**config.mk**
```make
export PLATFORM = sky130hd
export DESIGN_NAME = hs_reg_pipeline
export DESIGN_NICKNAME = d
export VERILOG_FILES = /design/src/rtl/hs_reg_pipeline.sv
export SDC_FILE = /design/constraint.sdc
export NUM_CORES = 1
export LEC_CHECK = 0
export ABC_AREA = 1
export CAP_MARGIN = 20
export CORE_AREA = 2 2 46 48
export CTS_BUF_LIST = sky130_fd_sc_hd__clkbuf_4
export CTS_CLUSTER_DIAMETER = 30
export DETAILED_ROUTE_END_ITERATION = 10
export DIE_AREA = 0 0 48 50
export PLACE_DENSITY = 0.83
export SLEW_MARGIN = 40
export SYNTH_ARGS = -nofsm -noshare
export SYNTH_HDL_FRONTEND = slang
export SYNTH_SLANG_ARGS = --single-unit
```
**constraint.sdc**
```tcl
create_clock -name clk -period 4.2 [get_ports clk]
set_clock_uncertainty 0.05 [all_clocks]
set_input_delay 0.63 -clock clk [delete_from_list [all_inputs] [get_ports clk]]
set_output_delay 0.63 -clock clk [all_outputs]
set_load 0.02 [all_outputs]
```
**src/rtl/hs_reg_pipeline.sv**
```systemverilog
// Elastic valid/ready register pipeline: DEPTH stages of DATA_WIDTH bits, with flush and occupancy.
// Latency is DEPTH cycles. Empty stages collapse toward the output, so a stall never costs capacity.
// Backpressure: when the pipeline is full, dout_rd passes straight through to din_rd, so a simultaneous read loses no cycle.
module hs_reg_pipeline #(
  parameter int                    DATA_WIDTH = 8,
  parameter int                    DEPTH      = 2,
  parameter logic [DATA_WIDTH-1:0] INIT_VAL   = '0
) (
  input  logic                         clk,
  input  logic                         rst_n,
  input  logic [DATA_WIDTH-1:0]        din_data,
  input  logic                         din_vld,
  output logic                         din_rd,
  output logic [DATA_WIDTH-1:0]        dout_data,
  output logic                         dout_vld,
  input  logic                         dout_rd,
  input  logic                         flush,
  output logic [$clog2(DEPTH+1)-1:0]   occupancy
);

  localparam int OCC_W = $clog2(DEPTH+1);

  logic [DEPTH-1:0]      vld;
  logic [DEPTH-1:0]      vld_nxt;
  logic [DEPTH-1:0]      rd;
  logic [DEPTH-1:0]      mv;
  logic [DATA_WIDTH-1:0] data [DEPTH];
  logic [OCC_W-1:0]      occ_nxt;

  // A stage is ready when any stage downstream of it is empty or the consumer is taking a word;
  // the running OR avoids a self-referencing vector.
  always_comb begin
    logic r;
    r  = dout_rd;
    rd = '0;
    for (int i = DEPTH-1; i >= 0; i--) begin
      rd[i] = r;
      r     = r | !vld[i];
    end
  end

  assign mv     = ~vld | rd;
  assign din_rd = mv[0] & !flush;

  always_comb begin
    vld_nxt = vld;
    if (mv[0]) vld_nxt[0] = din_vld;
    for (int i = 1; i < DEPTH; i++) begin
      if (mv[i]) vld_nxt[i] = vld[i-1];
    end
    if (flush) vld_nxt = '0;
  end

  always_comb begin
    occ_nxt = '0;
    for (int i = 0; i < DEPTH; i++) occ_nxt = occ_nxt + OCC_W'(vld_nxt[i]);
  end

  always_ff @(posedge clk) begin
    if (!rst_n) begin
      vld       <= '0;
      occupancy <= '0;
      for (int i = 0; i < DEPTH; i++) data[i] <= INIT_VAL;
    end else begin
      vld       <= vld_nxt;
      occupancy <= occ_nxt;
      // Data moves only with a valid word; flush leaves the data registers untouched.
      if (!flush) begin
        if (mv[0] && din_vld) data[0] <= din_data;
        for (int i = 1; i < DEPTH; i++) begin
          if (mv[i] && vld[i-1]) data[i] <= data[i-1];
        end
      end
    end
  end

  assign dout_data = data[DEPTH-1];
  assign dout_vld  = vld[DEPTH-1];

endmodule
```
==> qor.yml, run 1 <==
status: "finished clean"
most-common-layout-cells: "clkdlybuf4s50_1 (24), inv_1 (21), edfxtp_1 (16), a21oi_2 (10), a21oi_1 (7)"
clk_pin_slew_ns: 0.11
num_antenna_cells: 0
postCtsHoldBufs: 0
cts_max_level: 1
switchingPower_uw: 81.5
drv_cap: 0
cp_max_fo: 4
port_buffers: 24
post-route-min-period_ns: 2.65
cp-end-kind: "output port"
path_cells: "clkdlybuf4s50_1 > inv_2 > nand2_1 > inv_1 > clkdlybuf4s50_1"
via_per_inst: 4.27
yosysWarnings: 0
cts_resized: 0
startpoint_type: "primary input"
die_h_um: 50
p_comb_share_pct: 13.6
finalCritPeriodShare_pct: 63.2
wl_per_cell_um: 9.73
clk_latency_ns: 0.28
clock_path_buffers: 2
grt_pass1_wl_um: 2180
grt_max_degree: 18
post_cts_buffers: 0
p_int_uw: 292
p_clk_share_pct: 25.6
finalSetupViolCount: 0
arrival_ns: 1.97
cts_sinks: 20
die_x_um: 48
path_class: "in -> out"
syn_nets: 98
worst_slew_pin_slew_ns: 0.701
drtIter0Drc: 1
ant_nets: 0
tritoncts: "built"
netlist_instances: 84
num-nets-final: 116
drc_errors: 0
cts_root_buf: "clkbuf_4"
ioPinCount: 25
hold_class: "reg -> reg"
avgSynthCellArea_um2: 11.5
setup_tns_ns: 0
relSlewSlack_pct: 53.0
swShare_pct: 21.8
final_hold_viol_count: 0
synth_top_cell_area_share_pct: 49.7
grt_overflow: 0
final_common_cell: "clkdlybuf4s50_1"
p_seq_share_pct: 60.9
dp_slack_ns: 1.54
yosysSeqAreaShare_pct: 58.0
antenna_found_initial: 0
place.gp.congestion: 0.768
fmax_mhz: 377
rsz0062_at_grt: "no"
initial_utilization_pct: 50.8
first_global_vias: 497
hpwl_um: 976
num_rows: 16
leakagePower_uw: 0.000472
drive_gt1_share_pct: 17.8
ys_top_cells_by_area: "edfxtp_1 (50%), a21oi_2 (9.1%), dfxtp_1 (8.3%)"
die_area_um2: 2400
cp.required_ns: 3.52
coreArea_um2: 1900
synth_largest_area_cell: "edfxtp_1"
setup_slack_ns: 1.55
numCtsBuffers: 3
area_growth_pct: 22.2
vdd_drop_max_v: 0.000209
ys_ff_latch: 20
slew_violations: 0
grtUsageTotal_pct: 12.2
drt-total-wl_um: 1250
vias: 547
ys_types: 14
crit_slowest_cell: "clkdlybuf4s50_1"
power.density_nw_per_um2: 317
drtPass1Iterations: 2
syn-cell-area_um2: 966
cp_common_cell: "clkdlybuf4s50_1"
slowest_delay_ns: 0.59
power groups by stage:
stage / Sequential, uW / Combinational, uW / Clock [uW]
floorplan: 233 / 31.7 / 0
global placement: 232 / 49.3 / 0
detailed placement: 232 / 51.0 / 0
CTS: 228 / 51.2 / 98.1
global route: 229 / 55.0 / 108
finish: 228 / 50.7 / 95.7
per-stage QoR:
| step | utilization (%) | instances | instance area (um2) | hold WS, ns | power (uW) |
|---|---|---|---|---|---|
| after floorplan | - | 84 | 966 | 0.478 | 264 |
| after global placement | 60.5 | 124 | 1150 | 0.490 | 281 |
| after detailed placement | 60.5 | 124 | 1150 | 0.502 | 283 |
| after CTS | 62.0 | 128 | 1180 | 0.522 | 377 |
| after global routing | 62.0 | 128 | 1180 | 0.540 | 392 |
| final | 62.0 | 128 | 1180 | 0.519 | 374 |
synthesized netlist by cell type:
cell type and instances:
inv_1 21, edfxtp_1 16, a21oi_2 10, buf_4 9, a21oi_1 7, nand2_1 6
dfxtp_1 4, and2_1 2, buf_6 2, nand4_4 2, o21ai_0 2, ha_1 1
inv_2 1, nand3_2 1
final cells by class:
| type | count | area (um2) |
|---|---|---|
| Timing Repair Buffer | 24 | 240 |
| Clock buffer | 4 | 30.0 |
| Tap cell | 27 | 33.8 |
| Sequential cell | 20 | 561 |
| Inverter | 22 | 82.6 |
| Multi-Input combinational cell | 31 | 233 |
| Fill cell | 168 | 722 |
worst max-delay path: cells and delay by family:
kind | cells | cell delay, ns
buffers and inverters | 4 | 1.26
AND/OR/NAND/NOR | 1 | 0.09
cell families (layout without fill, tap and decap cells):
| kind of cell | count (synthesis) | after routing | synth area share [%] |
|---|---|---|---|
| AOI/OAI and AO/OA | 19 | 19 | 13.7 |
| adders and majority gates | 1 | 1 | 1.30 |
| buffers and inverters | 33 | 50 | 17.9 |
| DFF | 20 | 20 | 58.0 |
| and+or+nand+nor | 11 | 11 | 9.07 |
flip-flops by register name (all words and copies together) (netlist names):
| name | cells |
|---|---|
| occupancy | 2 |
| vld | 2 |
| data | 16 |
per-layer routing:
metal / track usage (%) / vias to the layer above / routed length, um
li1: - / 294 / -
met1: 17.3 / 241 / 568
met2: 19.1 / 12 / 631
met3: 3.30 / 0 / 45
met4: 1.35 / 0 / 0
met5: 0 / - / 0
path summary, 6_finish.rpt:
| kind | startpoint | to | slack [ns] | depth (start not counted) |
|---|---|---|---|---|
| worst max-delay path | flush | din_rd | 1.55 | 5 |
| worst min-delay path | data[0][1]$_SDFFCE_PN0P_ | data[0][9]$_SDFFCE_PN0P_ | 0.52 | 2 |
| worst max register to register | vld[0]$_SDFF_PN0_ | data[0][2]$_SDFFCE_PN0P_ | 2.64 | 3 |
| worst min register to register | data[0][1]$_SDFFCE_PN0P_ | data[0][9]$_SDFFCE_PN0P_ | 0.52 | 2 |
No activity file was read; power rests on OpenSTA's default activity.
==> inputs of run 2 (changes only) <==
- CORE_AREA: 2 2 46 48 -> 2 2 50 52
- DIE_AREA: 0 0 48 50 -> 0 0 52 54
- PLACE_DENSITY: 0.83 -> 0.74
- clock period: 4.2 -> 2.3 ns (I/O delays scaled with it)
==> run 2 against run 1 <==
Register-to-register slack got worse by 1.6 ns. Critical path depth unchanged. Non-clock buffer count increased by 2. First-iteration DRC count increased to 3.0 times the previous value. Worst setup slack got worse by 1.3 ns. Flip-flop and latch count unchanged. Clock power increased by 91%. Critical path type unchanged.
==> qor.yml, run 2 (synthesis gave the netlist of run 1 again) <==
drtIter0Drc: 3  # +2
grt_max_degree: 17  # -1
ioPinCount: 25  # unchanged
grtUsageTotal_pct: 11.7  # -0.48 points
numCtsBuffers: 3  # unchanged
cp_max_fo: 4  # unchanged
initial_utilization_pct: 41.6  # -9.1 points
largest_register_ffs: 16  # unchanged
first_global_vias: 508  # +2.2%
fin_cells: 133  # +3.9%
wl_per_cell_um: 9.95  # +2.3%
drc_errors: 0  # unchanged
area_growth_pct: 24.1
drtPass1Iterations: 4  # +2
cts_resized: 0  # unchanged
drive_gt1_share_pct: 19.4  # +1.6 points
drt-total-wl_um: 1320  # +6.3%
clk_pin_slew_ns: 0.11  # about the same
rsz0062_at_grt: "no"
vias: 586  # +7.1%
cts_root_buf: "clkbuf_4"
dp_cells: 129  # +4.0%
hpwl_um: 983  # +0.74%
worst_slew_pin_slew_ns: 0.361  # -0.340 ns
die_h_um: 54  # +8.0%
path_cells: "clkdlybuf4s50_1 > inv_2 > nand2_1 > inv_1 > clkdlybuf4s50_1"
hold_class: "reg -> reg"
postCtsHoldBufs: 0  # unchanged
via_per_inst: 4.41  # +3.1%
path_buf_inv: 4  # unchanged
crit_slowest_cell: "clkdlybuf4s50_1"
slowest_delay_ns: 0.59  # about the same
grt_util_met3_pct: 2.50  # -0.80 points
finalCritPeriodShare_pct: 91.2
fillCellCount: 221  # +32%
num_antenna_cells: 0  # unchanged
antenna_found_initial: 0  # unchanged
cp_common_cell: "clkdlybuf4s50_1"
final_hold_viol_count: 0  # unchanged
grt_overflow: 0  # unchanged
final_common_cell: "clkdlybuf4s50_1"
startpoint_type: "primary input"
tritoncts: "built"
vdd_drop_max_v: 0.000396  # +90%
relSlewSlack_pct: 75.9  # +23 points
cp.required_ns: 1.90  # -1.62 ns
ant_nets: 0  # unchanged
num_rows: 18  # +2
drv_cap: 0  # unchanged
path_class: "in -> out"
leakagePower_uw: 0.000481  # +1.9%
slew_violations: 0  # unchanged
top_regs: "data (16), occupancy (2), vld (2)"
coreArea_um2: 2320  # +22%
cts_max_level: 1  # unchanged
clk_latency_ns: 0.30  # +0.02 ns
most-common-layout-cells: "clkdlybuf4s50_1 (24), inv_1 (21), edfxtp_1 (16), a21oi_2 (10), a21oi_1 (7)"
busiest_layer: "met2"
post-route-min-period_ns: 2.10
place.gp.congestion: 0.685  # -11%
finalSetupViolCount: 0  # unchanged
fmax_mhz: 477
regMostFlops: "data"
use_met2_pct: 19.4  # +0.30 points
die_x_um: 52  # +8.3%
cp-end-kind: "output port"
crit_family: "buffers and inverters"
setup_tns_ns: 0  # unchanged
port_buffers: 24  # unchanged
post_cts_buffers: 0  # unchanged
status: "finished clean"
num-nets-final: 118  # +1.7%
die_area_um2: 2810  # +17%
clock_path_buffers: 2  # unchanged
cts_sinks: 20  # unchanged
arrival_ns: 1.70  # -0.27 ns
power.density_nw_per_um2: 577  # +82%
grt_pass1_wl_um: 2240  # +2.5%
met1_usage_pct: 12.1  # -5.2 points
==> run 2: cell count changes in the layout (fill, tap and decap cells not counted), sizes merged <==
| cell | before | now |
|---|---|---|
| buf | 0 | 2 |
==> run 2: through the flow <==
stage | hold slack (ns) | total power (uW) | cell area [um2] | util (%) | setup WS (ns)
CTS | 0.522 | 699 | 1200 | 51.7 | 0.210
global placement | 0.488 | 515 | 1170 | 50.4 | 0.240
global route | 0.547 | 721 | 1200 | 51.7 | 0.144
finish | 0.522 | 692 | 1200 | 51.7 | 0.202
detailed placement | 0.496 | 518 | 1170 | 50.4 | 0.213
floorplan | 0.478 | 483 | 966 | - | 0.653
==> run 2: cell type report <==
type / count / area (um2) / area share [%]
repair buffers: 26 / 255 / 21.3
clock buffers: 4 / 30.0 / 2.51
inverters: 22 / 82.6 / 6.89
well taps: 30 / 37.5 / 3.13
flip-flops and latches: 20 / 561 / 46.8
multi-input cells: 31 / 233 / 19.4
==> run 2: worst paths after layout <==
path                            startpoint  cells after the start  slack [ns]                       end
setup / recovery                     flush                      5        0.20                    din_rd
hold / removal    data[0][0]$_SDFFCE_PN0P_                      2        0.52  data[0][8]$_SDFFCE_PN0P_
setup reg to reg         vld[1]$_SDFF_PN0_                      5        1.02   occupancy[0]$_SDFF_PN0_
hold reg to reg   data[0][0]$_SDFFCE_PN0P_                      2        0.52  data[0][8]$_SDFFCE_PN0P_
==> run 2: layer usage <==
layer | routed length, um | share of wire, %
met1 | 500 | 38
met2 | 673 | 51
met3 | 77 | 5.8
met4 | 73 | 5.5
met5 | 0 | 0
==> run 2: worst reg2reg max path, cell delays in order (launching register included) <==
cell	delay, ns
dfxtp_1	0.40
nand2_1	0.12
o21ai_0	0.24
ha_1	0.27
nand2_1	0.07
inv_1	0.04
==> run 2: where the power goes <==
part	switching (uW)	internal [uW]	total, uW
Sequential	5.16	410	415
Combinational	47.5	46.1	93.6
Clock	104	79.5	183
==> inputs of run 3 (changes only) <==
- CORE_AREA: 2 2 50 52 -> 2 2 52 49
- DIE_AREA: 0 0 52 54 -> 0 0 54 51
- PLACE_DENSITY: 0.74 -> 0.76
==> run 3 against run 2 <==
Sequential share of layout area up 0.25 points. First-iteration DRC count grew to 3.0 times the previous value. Clock power decreased by 12%. Power is 3.2% lower. Register-to-register slack improved by 0.02 ns. Largest cell class unchanged.
==> qor.yml, run 3 (synthesis gave the netlist of run 1 again) <==
dpl_cell_area_um2: 1170  # -0.21%
clock_path_buffers: 2  # unchanged
fmax_mhz: 486  # +1.9%
numCtsBuffers: 3  # unchanged
drc_errors: 0  # unchanged
vias: 564  # -3.8%
regMostFlops: "data"
antenna_found_initial: 0  # unchanged
switchingPower_uw: 151  # -3.8%
tritoncts: "built"
slew_violations: 0  # unchanged
post-route-min-period_ns: 2.06  # -0.0395 ns
initial_utilization_pct: 42.0  # +0.41 points
grt_overflow: 0  # unchanged
status: "finished clean"
grt_pass1_wl_um: 2150  # -4.0%
postLayoutCellArea_um2: 1190  # -0.52%
coreArea_um2: 2300  # -0.97%
port_buffers: 24  # unchanged
reg2reg_from: "vld[0]$_SDFF_PN0_"
vdd_drop_max_v: 0.000331  # -16%
ioPinCount: 25  # unchanged
num_antenna_cells: 0  # unchanged
path_class: "in -> out"
arrival_ns: 1.66  # -0.04 ns
leakagePower_uw: 0.000478  # -0.63%
die_x_um: 54  # +3.8%
p_int_uw: 519  # -3.0%
p_clk_share_pct: 24.1  # -2.4 points
relSlewSlack_pct: 74.8  # -1.0 points
min_to: "data[0][8]$_SDFFCE_PN0P_"
postCtsHoldBufs: 0  # unchanged
worstHoldPathCells: 2  # unchanged
clk_latency_ns: 0.29  # about the same
grtUsageTotal_pct: 10.9  # -0.79 points
startpoint_type: "primary input"
num_rows: 17  # -1
drt-total-wl_um: 1230  # -7.3%
cp_max_fo: 4  # unchanged
rsz0062_at_grt: "no"
rrSetupSlack_ns: 1.04  # +0.02 ns
cp.required_ns: 1.90  # about the same
cts_root_buf: "clkbuf_4"
via_per_inst: 4.31  # -2.3%
finalSetupViolCount: 0  # unchanged
grt_max_degree: 17  # unchanged
r2r_end: "data[0][2]$_SDFFCE_PN0P_"
final_hold_viol_count: 0  # unchanged
most-common-layout-cells: "clkdlybuf4s50_1 (24), inv_1 (21), edfxtp_1 (16), a21oi_2 (10), a21oi_1 (7)"
top_regs: "data (16), occupancy (2), vld (2)"
largest_register_ffs: 16  # unchanged
swShare_pct: 22.5  # -0.14 points
hp-start: "data[0][0]$_SDFFCE_PN0P_"
place.gp.congestion: 0.674  # -1.6%
die_h_um: 51  # -5.6%
post_cts_buffers: 0  # unchanged
wl_per_cell_um: 9.36  # -5.9%
cts_max_level: 1  # unchanged
worst_slew_pin_slew_ns: 0.376  # +0.0152 ns
p_seq_share_pct: 62.0  # +2.0 points
drive_gt1_share_pct: 18.4  # -0.97 points
p_comb_share_pct: 13.9  # +0.4 points
power.density_nw_per_um2: 562  # -2.7%
area_growth_pct: 23.4
num-nets-final: 118  # unchanged
cp-end-kind: "output port"
die_area_um2: 2750  # -1.9%
drtIter0Drc: 9  # +6
clk_pin_slew_ns: 0.10  # about the same
hold_class: "reg -> reg"
final_common_cell: "clkdlybuf4s50_1"
ant_nets: 0  # unchanged
setup_tns_ns: 0  # unchanged
cts_resized: 0  # unchanged
fillCellCount: 209  # -5.4%
first_global_vias: 522  # +2.8%
cts_sinks: 20  # unchanged
hpwl_um: 942  # -4.2%
drv_cap: 0  # unchanged
worst-r2r-cell-count: 4  # -1
finalCritPeriodShare_pct: 89.5  # -1.7 points
drtPass1Iterations: 3  # -1
## run 3: cell count changes in the layout (fill, tap and decap cells not counted)
cell | previous run | this run
clkbuf_4 | 4 | 3
clkinv_1 | 0 | 1
## run 3: worst max-delay path by stage
stage                      startpoint                        to  slack [ns]  depth (start not counted)
finish                          flush                    din_rd        0.24                          5
global route                  dout_rd                    din_rd        0.15                          6
CTS                             flush                    din_rd        0.23                          5
detailed placement              flush                    din_rd        0.24                          5
global placement              dout_rd                    din_rd        0.25                          6
floorplan           vld[1]$_SDFF_PN0_  data[0][0]$_SDFFCE_PN0P_        0.65                          3
## run 3: metal layers
| layer | track usage (%) | part of all wire [%] |
|---|---|---|
| met1 | 13.6 | 41 |
| met2 | 17.1 | 52 |
| met3 | 1.75 | 4.2 |
| met4 | 7.50 | 3.1 |
| met5 | 0 | 0 |
## run 3: critical path, cell delays in order
cell             delay [ns]
clkdlybuf4s50_1        0.46
inv_2                  0.14
nand2_1                0.08
inv_1                  0.05
clkdlybuf4s50_1        0.59
## run 3: layout make-up
type	instances	area, um2	share of cell area [%]
Clock inverter	1	3.75	0.315
Clock buffer	3	22.5	1.89
Inverter	22	82.6	6.93
Tap cell	28	35.0	2.94
Sequential cell	20	561	47.0
Multi-Input combinational cell	31	233	19.5
Timing Repair Buffer	26	255	21.4
## run 3: power groups by stage
stage / clock [uW] / sequential (uW) / combinational (uW)
final: 161 / 415 / 93.3
after global routing: 178 / 417 / 102
after CTS: 167 / 415 / 94.5
after detailed placement: 0 / 424 / 94.0
after global placement: 0 / 423 / 92.9
after floorplan: 0 / 425 / 57.9
## run 3: metrics by stage
| stage | instances | hold slack, ns | worst slack (ns) | utilization [%] | total power, uW |
|---|---|---|---|---|---|
| after CTS | 131 | 0.518 | 0.235 | 51.9 | 677 |
| final | 131 | 0.514 | 0.241 | 51.9 | 670 |
| after floorplan | 84 | 0.478 | 0.653 | - | 483 |
| after detailed placement | 127 | 0.492 | 0.237 | 50.8 | 518 |
| after global routing | 131 | 0.557 | 0.148 | 51.9 | 697 |
| after global placement | 127 | 0.486 | 0.251 | 50.8 | 516 |
